### config.mk
export PLATFORM = sky130hd
export DESIGN_NAME = modbus_resp_tx
export DESIGN_NICKNAME = d
export VERILOG_FILES = /design/src/rtl/modbus_resp_tx.sv
export SDC_FILE = /design/constraint.sdc
export NUM_CORES = 1
export LEC_CHECK = 0
export BUFFER_PORTS_ARGS = -buffer_cell sky130_fd_sc_hd__buf_4
export CAP_MARGIN = 40
export CORE_MARGIN = 4
export CORE_UTILIZATION = 31
export CTS_CLUSTER_DIAMETER = 60
export CTS_CLUSTER_SIZE = 24
export DETAILED_ROUTE_END_ITERATION = 12
export PLACE_DENSITY_LB_ADDON = 0.15
export SYNTH_ARGS = -nofsm -noshare
export SYNTH_HDL_FRONTEND = slang
export SYNTH_SLANG_ARGS = --single-unit
### constraint.sdc
create_clock -name clk_in -period 2.6 [get_ports clk_in]
set_input_delay 0.65 -clock clk_in [delete_from_list [all_inputs] [get_ports clk_in]]
set_output_delay 0.65 -clock clk_in [all_outputs]
set_load 0.03 [all_outputs]
### src/rtl/modbus_resp_tx.sv
`default_nettype none
// ============================================================================
// Module   : modbus_resp_tx
// Brief    : Modbus RTU slave response framer. Builds the 0x03, 0x06 or
//            exception reply, computes CRC-16 in-block, sends the frame byte by
//            byte over a tx_start/tx_done handshake, then holds the
//            3.5-character inter-frame gap.
// Revision : 1.0 - initial release
// ============================================================================
module modbus_resp_tx #(
  parameter logic [7:0] ADDR      = 8'h01,
  parameter int         CLK_FREQ  = 50000000,
  parameter int         BAUD_RATE = 115200
) (
  input  logic        clk_in,
  input  logic        rst_in,
  input  logic        tx_req,
  input  logic [7:0]  func_code,
  input  logic [15:0] reg_addr,
  input  logic [15:0] reg_data,
  input  logic        exc_en,
  input  logic [7:0]  exc_code,
  input  logic        tx_done,
  output logic        tx_start,
  output logic [7:0]  tx_data,
  output logic        busy,
  output logic        frame_done
);

  // 3.5 characters of 11 bits each, rounded up to 39 bit times
  localparam int c_GAP_CYC = (CLK_FREQ / BAUD_RATE) * 39;
  localparam int c_GAP_W   = $clog2(c_GAP_CYC + 1);

  typedef enum logic [2:0] {
    S_IDLE = 3'd0,
    S_LOAD = 3'd1,
    S_SEND = 3'd2,
    S_WAIT = 3'd3,
    S_GAP  = 3'd4
  } state_t;

  state_t               r_state;
  state_t               w_next;
  logic [7:0]           r_buf [8];
  logic [2:0]           r_plen;
  logic [2:0]           r_idx;
  logic [15:0]          r_crc;
  logic [3:0]           r_steps;
  logic [c_GAP_W-1:0]   r_gap_cnt;

  logic                 w_req_ok;
  logic                 w_is_payload;
  logic [2:0]           w_last;
  logic [7:0]           w_cur_byte;

  function automatic logic [15:0] crc_step(input logic [15:0] c);
    crc_step = c[0] ? ((c >> 1) ^ 16'hA001) : (c >> 1);
  endfunction

  assign w_req_ok     = tx_req && (exc_en || func_code == 8'h03 || func_code == 8'h06);
  assign w_last       = r_plen + 3'd1;
  assign w_is_payload = (r_idx < r_plen);

  // After the payload the two CRC bytes follow, low byte first
  always_comb begin
    w_cur_byte = r_crc[15:8];
    if (w_is_payload)
      w_cur_byte = r_buf[r_idx];
    else if (r_idx == r_plen)
      w_cur_byte = r_crc[7:0];
  end

  always_comb begin
    w_next     = r_state;
    tx_start   = 1'b0;
    tx_data    = 8'h00;
    frame_done = 1'b0;
    busy       = (r_state != S_IDLE);
    case (r_state)
      S_IDLE: begin
        if (w_req_ok)
          w_next = S_LOAD;
      end
      S_LOAD: w_next = S_SEND;
      S_SEND: begin
        tx_start = 1'b1;
        tx_data  = w_cur_byte;
        w_next   = S_WAIT;
      end
      S_WAIT: begin
        tx_data = w_cur_byte;
        if (tx_done) begin
          if (r_idx == w_last) begin
            frame_done = 1'b1;
            w_next     = S_GAP;
          end else begin
            w_next = S_SEND;
          end
        end
      end
      S_GAP: begin
        if (r_gap_cnt == c_GAP_W'(c_GAP_CYC - 1))
          w_next = S_IDLE;
      end
      default: w_next = S_IDLE;
    endcase
  end

  always_ff @(posedge clk_in) begin
    if (rst_in) begin
      r_state   <= S_IDLE;
      r_plen    <= 3'd0;
      r_idx     <= 3'd0;
      r_gap_cnt <= '0;
      for (int i = 0; i < 8; i++)
        r_buf[i] <= 8'h00;
    end else begin
      r_state <= w_next;
      case (r_state)
        S_IDLE: begin
          if (w_req_ok) begin
            r_idx    <= 3'd0;
            r_buf[0] <= ADDR;
            r_buf[6] <= 8'h00;
            r_buf[7] <= 8'h00;
            if (exc_en) begin
              r_plen   <= 3'd3;
              r_buf[1] <= func_code | 8'h80;
              r_buf[2] <= exc_code;
              r_buf[3] <= 8'h00;
              r_buf[4] <= 8'h00;
              r_buf[5] <= 8'h00;
            end else if (func_code == 8'h03) begin
              r_plen   <= 3'd5;
              r_buf[1] <= 8'h03;
              r_buf[2] <= 8'h02;
              r_buf[3] <= reg_data[15:8];
              r_buf[4] <= reg_data[7:0];
              r_buf[5] <= 8'h00;
            end else begin
              r_plen   <= 3'd6;
              r_buf[1] <= 8'h06;
              r_buf[2] <= reg_addr[15:8];
              r_buf[3] <= reg_addr[7:0];
              r_buf[4] <= reg_data[15:8];
              r_buf[5] <= reg_data[7:0];
            end
          end
        end
        S_WAIT: begin
          if (tx_done) begin
            if (r_idx == w_last)
              r_gap_cnt <= '0;
            else
              r_idx <= r_idx + 3'd1;
          end
        end
        S_GAP: r_gap_cnt <= r_gap_cnt + 1'b1;
        default: ;
      endcase
    end
  end

  // Bit-serial CRC: the byte is folded in on SEND, then eight shift steps run
  // while the UART is still clocking the byte out.
  always_ff @(posedge clk_in) begin
    if (rst_in) begin
      r_crc   <= 16'hFFFF;
      r_steps <= 4'd0;
    end else if (r_state == S_IDLE && w_req_ok) begin
      r_crc   <= 16'hFFFF;
      r_steps <= 4'd0;
    end else if (r_state == S_SEND && w_is_payload) begin
      r_crc   <= r_crc ^ {8'h00, r_buf[r_idx]};
      r_steps <= 4'd8;
    end else if (r_steps != 4'd0) begin
      r_crc   <= crc_step(r_crc);
      r_steps <= r_steps - 4'd1;
    end
  end

endmodule
`default_nettype wire
==> run summary, run 1 <==
#FFs+latches synth - 88
DRC - 0
Critical-path cell list - buf_4 -> mux2_2 -> a21oi_2 -> nor2_2 -> nor2_2 -> a211oi_4 -> buf_6
Critical Path Most Common Cell - nor2_2
Power per Cell Area - 739 nW/um^2
Slew Limit Fails - 0
Fin cells - 717
Post-Synthesis Cells - 445
# diodes - 0
Final Skew - 0.00650 ns
Die height - 129 microns
Max-cap violations - 0
Clk buf depth - 2
First-pass GRT wire length - 19.2 mm
Starting density of the core - 32.1%
Post-CTS Hold Fix Bufs - 0
Wire length on met3 - 508 microns
Vias in the first global route - 3,700
Synth Cell Area - 4520 sq um
Cells after DPL - 686
Ratio of cells with drive above 1 in the final layout - 35.8%
Routed WL - 11.9 mm
CP Launch Type - flip-flop
Total CTS buffers - 9
Drt first pass iters - 4
CP max FO - 8
Unrepaired setup endpoints after global routing - true
Req. time, crit path - 1.95 ns
Seq pwr share - 39.4%
FMAX - 0.389 GHz
Worst path slowest cell - dfxtp_4
Initial antenna violation count - 0
Synth-to-Final Area Change - 34.3%
Met2 wire length - 5.60 mm
Arr. time, crit path - 1.92 ns
Root buffer cell - clkbuf_16
Fillers - 1,403
Final Setup Violations - 0
Post-synth top area cell - edfxtp_1
Rows - 43
Layout net count - 594
Synth top cells by count - 48 x dfxtp_1, 43 x nor2_1, 40 x edfxtp_1
I/O Pins - 64
Top sig layer - met4
Vias per cell - 5.06
Int Power - 0.00295 W
Sw frac - 34.3%
Leak - 2.37 nW
Clock power frac - 28.1%
Die area - 16,600 sq um
WL per Instance - 16.6 microns
Clock transition at path regs - 0.07 ns
GRT overflow - 0
CTS H-tree lvls - 3
Yosys cell types - 54
Post-DRT Antenna Nets - 0
Synth Flop Type - dfxtp_1
Worst stage delay on the critical path - 0.41 ns
Fin. Hold Viols - 0
CTS sink cnt - 88
Die Span X - 129 microns
Post-synthesis sequential area ratio - 47.8%
Logic gate share of total power - 32.5%
Crit path capture type - output pin
GRT Total Usage - 14.7%
CTS tree - built
Critical path buffers and inverters - 2
DR vias - 3,625
Worst min path class - flip-flop to flip-flop
Fin util - 43.1%
Worst-Margin Slew - 0.624 ns
CP top delay family - flip-flops
Ys async rst share - 0%
Most common cell in the synthesized netlist - dfxtp_1
Mapped Avg Cell Area - 10.2 sq um
Core Area - 14,100 sq um
Status - finished clean
DRT iter0 DRCs - 177
Gpl congestion - 0.805
Largest net degree at the start of global routing - 31
Switch Pwr - 0.00154 W
Top cells by area, synth - edfxtp_1 27%, dfxtp_1 21%, a22o_1 4.6%, mux2_2 4.2%, nor2_1 3.6%
Ys Warns - 0
Wl on met1 - 5.57 mm
Maximum vdd drop - 0.000447 V
Synthesized Nets - 507
Clock Latency Late Sink - 0.35 ns
Post-synth top area share - 26.6%
Tcrit/Tclk final - 99.0%
Worst setup path class - flip-flop to output pin
Number of synthesized flops with an enable pin - 40
Port bufs - 63
Max-slew headroom - 58.4%
DP HPWL - 8.72 mm
Post-layout min period - 2.57 ns
[cell usage in the layout (no fill, tap or decap), drive strengths merged, types with 10 or more instances in the layout]
| cell type | count |
|---|---|
| a21oi | 19 |
| a22o | 24 |
| and2 | 15 |
| buf | 98 |
| dfxtp | 48 |
| edfxtp | 40 |
| inv | 20 |
| mux2 | 17 |
| mux2i | 15 |
| nand2 | 33 |
| nand2b | 11 |
| nand3 | 12 |
| nor2 | 43 |
| o21ai | 10 |
[stage by stage]
step	setup TNS [ns]	hold WS (ns)	worst slack, ns	total power (W)	instance area (sq um)
final	0	0.485	0.0273	0.00449	6070
after global routing	-0.457	0.504	-0.0822	0.00475	6070
after CTS	-0.0197	0.487	-0.00902	0.00442	5820
after detailed placement	0	0.478	0.106	0.00303	5330
after global placement	0	0.475	0.127	0.00301	5330
after floorplan	-1.03	0.432	-0.159	0.00261	4520
[state kept, by name, indices dropped and copies added (netlist names), named ones only]
name / flops
r_crc: 16
r_idx: 3
r_gap_cnt: 15
r_buf: 41
r_plen: 3
r_state: 3
r_steps: 4
[layer usage]
layer	up-vias	global-route usage, %
met3	14	4.44
met2	52	23.8
met5	-	0
li1	1827	-
met1	1732	19.3
met4	0	3.83
[cells by family (layout without fill, tap and decap cells)]
group           Yosys count  after routing  synth area share, %
simple gates            162            162                 18.9
compound gates           96             96                 15.6
flops                    88             88                 47.8
buf+inv                  40            132                 3.43
mux                      33             33                 8.05
xor+xnor                 17             17                 3.65
fa+ha+maj                 9              9                 2.49
[repair_timing]
item                                    in CTS  in global routing
pin swaps                                   14                 26
cloned                                       1                  0
endpoints found under the setup margin       9                  9
buffers inserted                             8                  6
resized for setup                           41                 39
[layout make-up]
cell class / count / area [sq um] / share of cell area, %
clock buffer: 9 / 225 / 3.71
clock inverter: 7 / 62.6 / 1.03
inverter: 18 / 68.8 / 1.13
multi-input combinational: 317 / 2490 / 41.0
sequential: 88 / 2180 / 35.9
tap: 180 / 225 / 3.71
timing repair buffer: 98 / 820 / 13.5
[tightest hold or removal path: stages, from the launching register on]
cell and delay, ns:
dfxtp_1 0.32, o41ai_1 0.06, a21oi_1 0.05
[power by group through the flow]
stage	sequential, W	clock, W	combinational (W)
finish	0.00177	0.00126	0.00146
global route	0.00179	0.00136	0.00160
CTS	0.00176	0.00130	0.00136
detailed placement	0.00179	0	0.00124
global placement	0.00179	0	0.00122
floorplan	0.00173	0	0.000880
[worst paths after layout]
path	start	to	slack, ns	cells after the start
max	flip-flop	tx_data[1]	0.03	7
min	r_gap_cnt[14]$_SDFFE_PP0P_	r_gap_cnt[14]$_SDFFE_PP0P_	0.49	2
max reg2reg	r_plen[0]$_SDFFE_PP0P_	flip-flop	0.35	6
min reg2reg	r_gap_cnt[14]$_SDFFE_PP0P_	r_gap_cnt[14]$_SDFFE_PP0P_	0.49	2
No activity file was read; power rests on OpenSTA's default activity.
==> run 2: changes to the inputs <==
ABC_AREA = 1   (was default)
==> run 2 against run 1 <==
  * Utilization shrank 3.3 points
  * Largest power group unchanged
  * Sequential cell count is the same
  * Worst hold slack lost 0.0096 ns
  * Power shrank 6.0%
  * Setup slack gained 0.065 ns
  * Register-to-register slack gained 0.15 ns
  * First-iteration DRC count grew 86%
  * Global-route usage shrank 0.065 points
  * Sequential share of layout area shrank 0.59 points
==> run summary, run 2 <==
Status - finished clean
Clock transition at path regs - 0.06 ns (about the same)
Reg-to-reg endpoint - r_crc[0]$_SDFFE_PP1P_
Critical path buffers and inverters - 4 (+2)
Vias in the first global route - 4,175 (+13%)
Leak - 2.71 nW (+15%)
DR vias - 4,476 (+23%)
Max-slew headroom - 62.4% (+3.9 points)
Die area - 18,100 sq um (+9.1%)
Port bufs - 63 (unchanged)
Final WS setup - 0.0928 ns (+0.0655 ns)
DRC - 0 (unchanged)
CP max FO - 7 (-1)
Initial antenna violation count - 0 (unchanged)
Gpl congestion - 0.879 (+9.1%)
Rows - 45 (+4.7%)
#FFs+latches synth - 88 (unchanged)
CTS H-tree lvls - 3 (unchanged)
CP top delay family - buffers and inverters
Die Span X - 134 microns (+4.4%)
Synth Flop Type - dfxtp_1
Post-Synthesis Cells - 653 (+47%)
Clock Latency Late Sink - 0.34 ns (about the same)
Largest registers - r_buf (41), r_crc (16), r_gap_cnt (15)
Worst flop-to-flop path startpoint - r_plen[1]$_SDFFE_PP0P_
Core Area - 15,400 sq um (+9.4%)
Max reg flops - 41 (unchanged)
Power per Cell Area - 687 nW/um^2 (-7.0%)
Top cells by area, synth - edfxtp_1 24%, dfxtp_1 19%, nand2_1 11%, inv_1 5.5%, nor2_1 5.3%
Ratio of cells with drive above 1 in the final layout - 22.8% (-13 points)
Number of synthesized flops with an enable pin - 40 (unchanged)
Die height - 134 microns (+4.4%)
Starting density of the core - 32.1% (+0.071 points)
Critical Path Most Common Cell - nor2_1
Post-synthesis sequential area ratio - 43.6% (-4.2 points)
Most common cell in the synthesized netlist - nand2_1
Ys Warns - 0 (unchanged)
Hold Path Stages - 2 (unchanged)
Place WS - 0.190 ns (+0.0840 ns)
Post-synth top area share - 24.2% (-2.3 points)
Synth top cells by count - 147 x nand2_1, 72 x inv_1, 70 x nor2_1
Layout net count - 784 (+32%)
Ys async rst share - 0% (unchanged)
Tcrit/Tclk final - 96.4% (-2.5 points)
Crit path capture type - output pin
WL per Instance - 14.1 microns (-15%)
Worst-Margin Slew - 0.562 ns (-0.0613 ns)
Routed WL - 13.2 mm (+11%)
Final Skew - 0.00466 ns (-0.00184 ns)
Worst path slowest cell - dfxtp_2
Arr. time, crit path - 1.86 ns (-0.06 ns)
Post-synth top area cell - edfxtp_1
Synthesized Nets - 715 (+41%)
Reg-to-reg slack, setup - 0.50 ns (+0.15 ns)
Critical-path cell list - inv_2 -> ha_4 -> nand2_1 -> nor2_1 -> nor2_1 -> nand2_4 -> buf_6 -> o21ai_1 -> inv_1 -> buf_4
Worst setup path class - flip-flop to output pin
Fin util - 39.8% (-3.3 points)
Beginning of the critical path - r_plen[1]$_SDFFE_PP0P_
Reg with most FFs - r_buf
Slew Limit Fails - 0 (unchanged)
Hold path start - r_gap_cnt[13]$_SDFFE_PP0P_
Final Setup Violations - 0 (unchanged)
Req. time, crit path - 1.95 ns (about the same)
Commonest non-fill, non-tap cell in the layout - nand2_1
Mapped Avg Cell Area - 7.59 sq um (-25%)
CP Launch Type - flip-flop
Final setup TNS - 0 ns (unchanged)
DP HPWL - 10.0 mm (+15%)
CTS tree - built
Max-cap violations - 0 (unchanged)
GRT overflow - 0 (unchanged)
Largest net degree at the start of global routing - 26 (-16%)
I/O Pins - 64 (unchanged)
# diodes - 0 (unchanged)
Root buffer cell - clkbuf_16
Drt first pass iters - 5 (+1)
Post-layout min period - 2.51 ns (-0.0655 ns)
Worst stage delay on the critical path - 0.33 ns (-0.08 ns)
First-pass GRT wire length - 21.3 mm (+11%)
Unrepaired setup endpoints after global routing - true
Hold Path End - r_gap_cnt[13]$_SDFFE_PP0P_
CTS sink cnt - 88 (unchanged)
Synth-to-Final Area Change - 23.8%
Synth Cell Area - 4960 sq um (+9.7%)
Vias per cell - 4.77 (-5.6%)
FMAX - 0.399 GHz (+2.6%)
R2r worst-path depth - 15 (+9)
GRT Total Usage - 14.7% (-0.065 points)
Commonest cells after routing, fill and taps aside - 147 x nand2_1, 70 x inv_1, 68 x nor2_1, 68 x buf_4, 50 x nand3_1
Maximum vdd drop - 0.000332 V (-26%)
Post-DRT Antenna Nets - 0 (unchanged)
Postcts setup bufs - 0 (-8)
Fin. Hold Viols - 0 (unchanged)
Total CTS buffers - 9 (unchanged)
Worst min path class - flip-flop to flip-flop
Clk buf depth - 2 (unchanged)
DRT iter0 DRCs - 330 (+86%)
Yosys cell types - 39 (-28%)
-- run 2: changes by cell type after synthesis, moves of 15 or more --
cell	change
inv_1	+56
o21ai_0	+39
nor2_1	+27
a22o_1	-24
mux2_2	-17
nand2_1	+114
nand3_1	+41
o21ai_1	+22
inv_2	+15
mux2i_1	-15
-- run 2: logic make-up after synthesis --
logic type,Yosys count,synth area share (%)
DFF,88,43.6
xor gates and xnor gates,6,1.06
AOI/OAI and AO/OA,125,14.7
and+or+nand+nor,320,29.5
buffers and inverters,105,8.83
adders and majority gates,9,2.27
-- run 2: routing by layer --
metal  wire length (microns)  vias up  global-route usage (%)
met3                     522        9                    2.57
met1                    6750     2076                    21.4
li1                        -     2280                       -
met5                       0        -                       0
met2                    5770      111                    21.8
met4                     164        0                    5.32
-- run 2: per-stage QoR --
stage          cell area [sq um]  power [W]  std cells  hold slack [ns]
3_3_place_gp                5680    0.00272        921            0.455
5_1_grt                     6140    0.00445        938            0.499
2_1_floorplan               4960    0.00243        653            0.444
3_5_place_dp                5680    0.00273        921            0.470
4_1_cts                     6050    0.00418        938            0.479
6_report                    6140    0.00422        938            0.476
-- run 2: layout make-up --
type	instances	area [sq um]
fillers	1595	9290
multi-input cells	460	2460
flip-flops and latches	88	2170
repair buffers	74	587
inverters	89	344
well taps	211	264
clock buffers	11	233
clock inverters	5	82.6
-- run 2: timing repair --
item,CTS,global route
resized for setup,16,23
setup endpoints to repair,8,9
pin swaps,1,1
cloned,1,0
hold buffers,0,0
-- run 2: power by group --
part / internal (W) / switching (W)
Combinational: 0.000414 / 0.000703
Clock: 0.000843 / 0.000559
Sequential: 0.00160 / 0.000101
-- run 2: tightest hold or removal path, cell delays in order, from the launching register on --
cell and delay [ns]:
dfxtp_1 0.31, nand2_1 0.06, a21oi_1 0.06
-- run 2: how the worst max path moves through the flow --
stage,end,slack (ns),depth (start not counted)
after floorplan,tx_data[0],0.35,11
after global placement,tx_data[5],0.21,12
after detailed placement,tx_data[5],0.19,12
after CTS,tx_data[5],0.0006,9
after global routing,tx_data[0],-0.02,12
final,tx_data[3],0.09,10
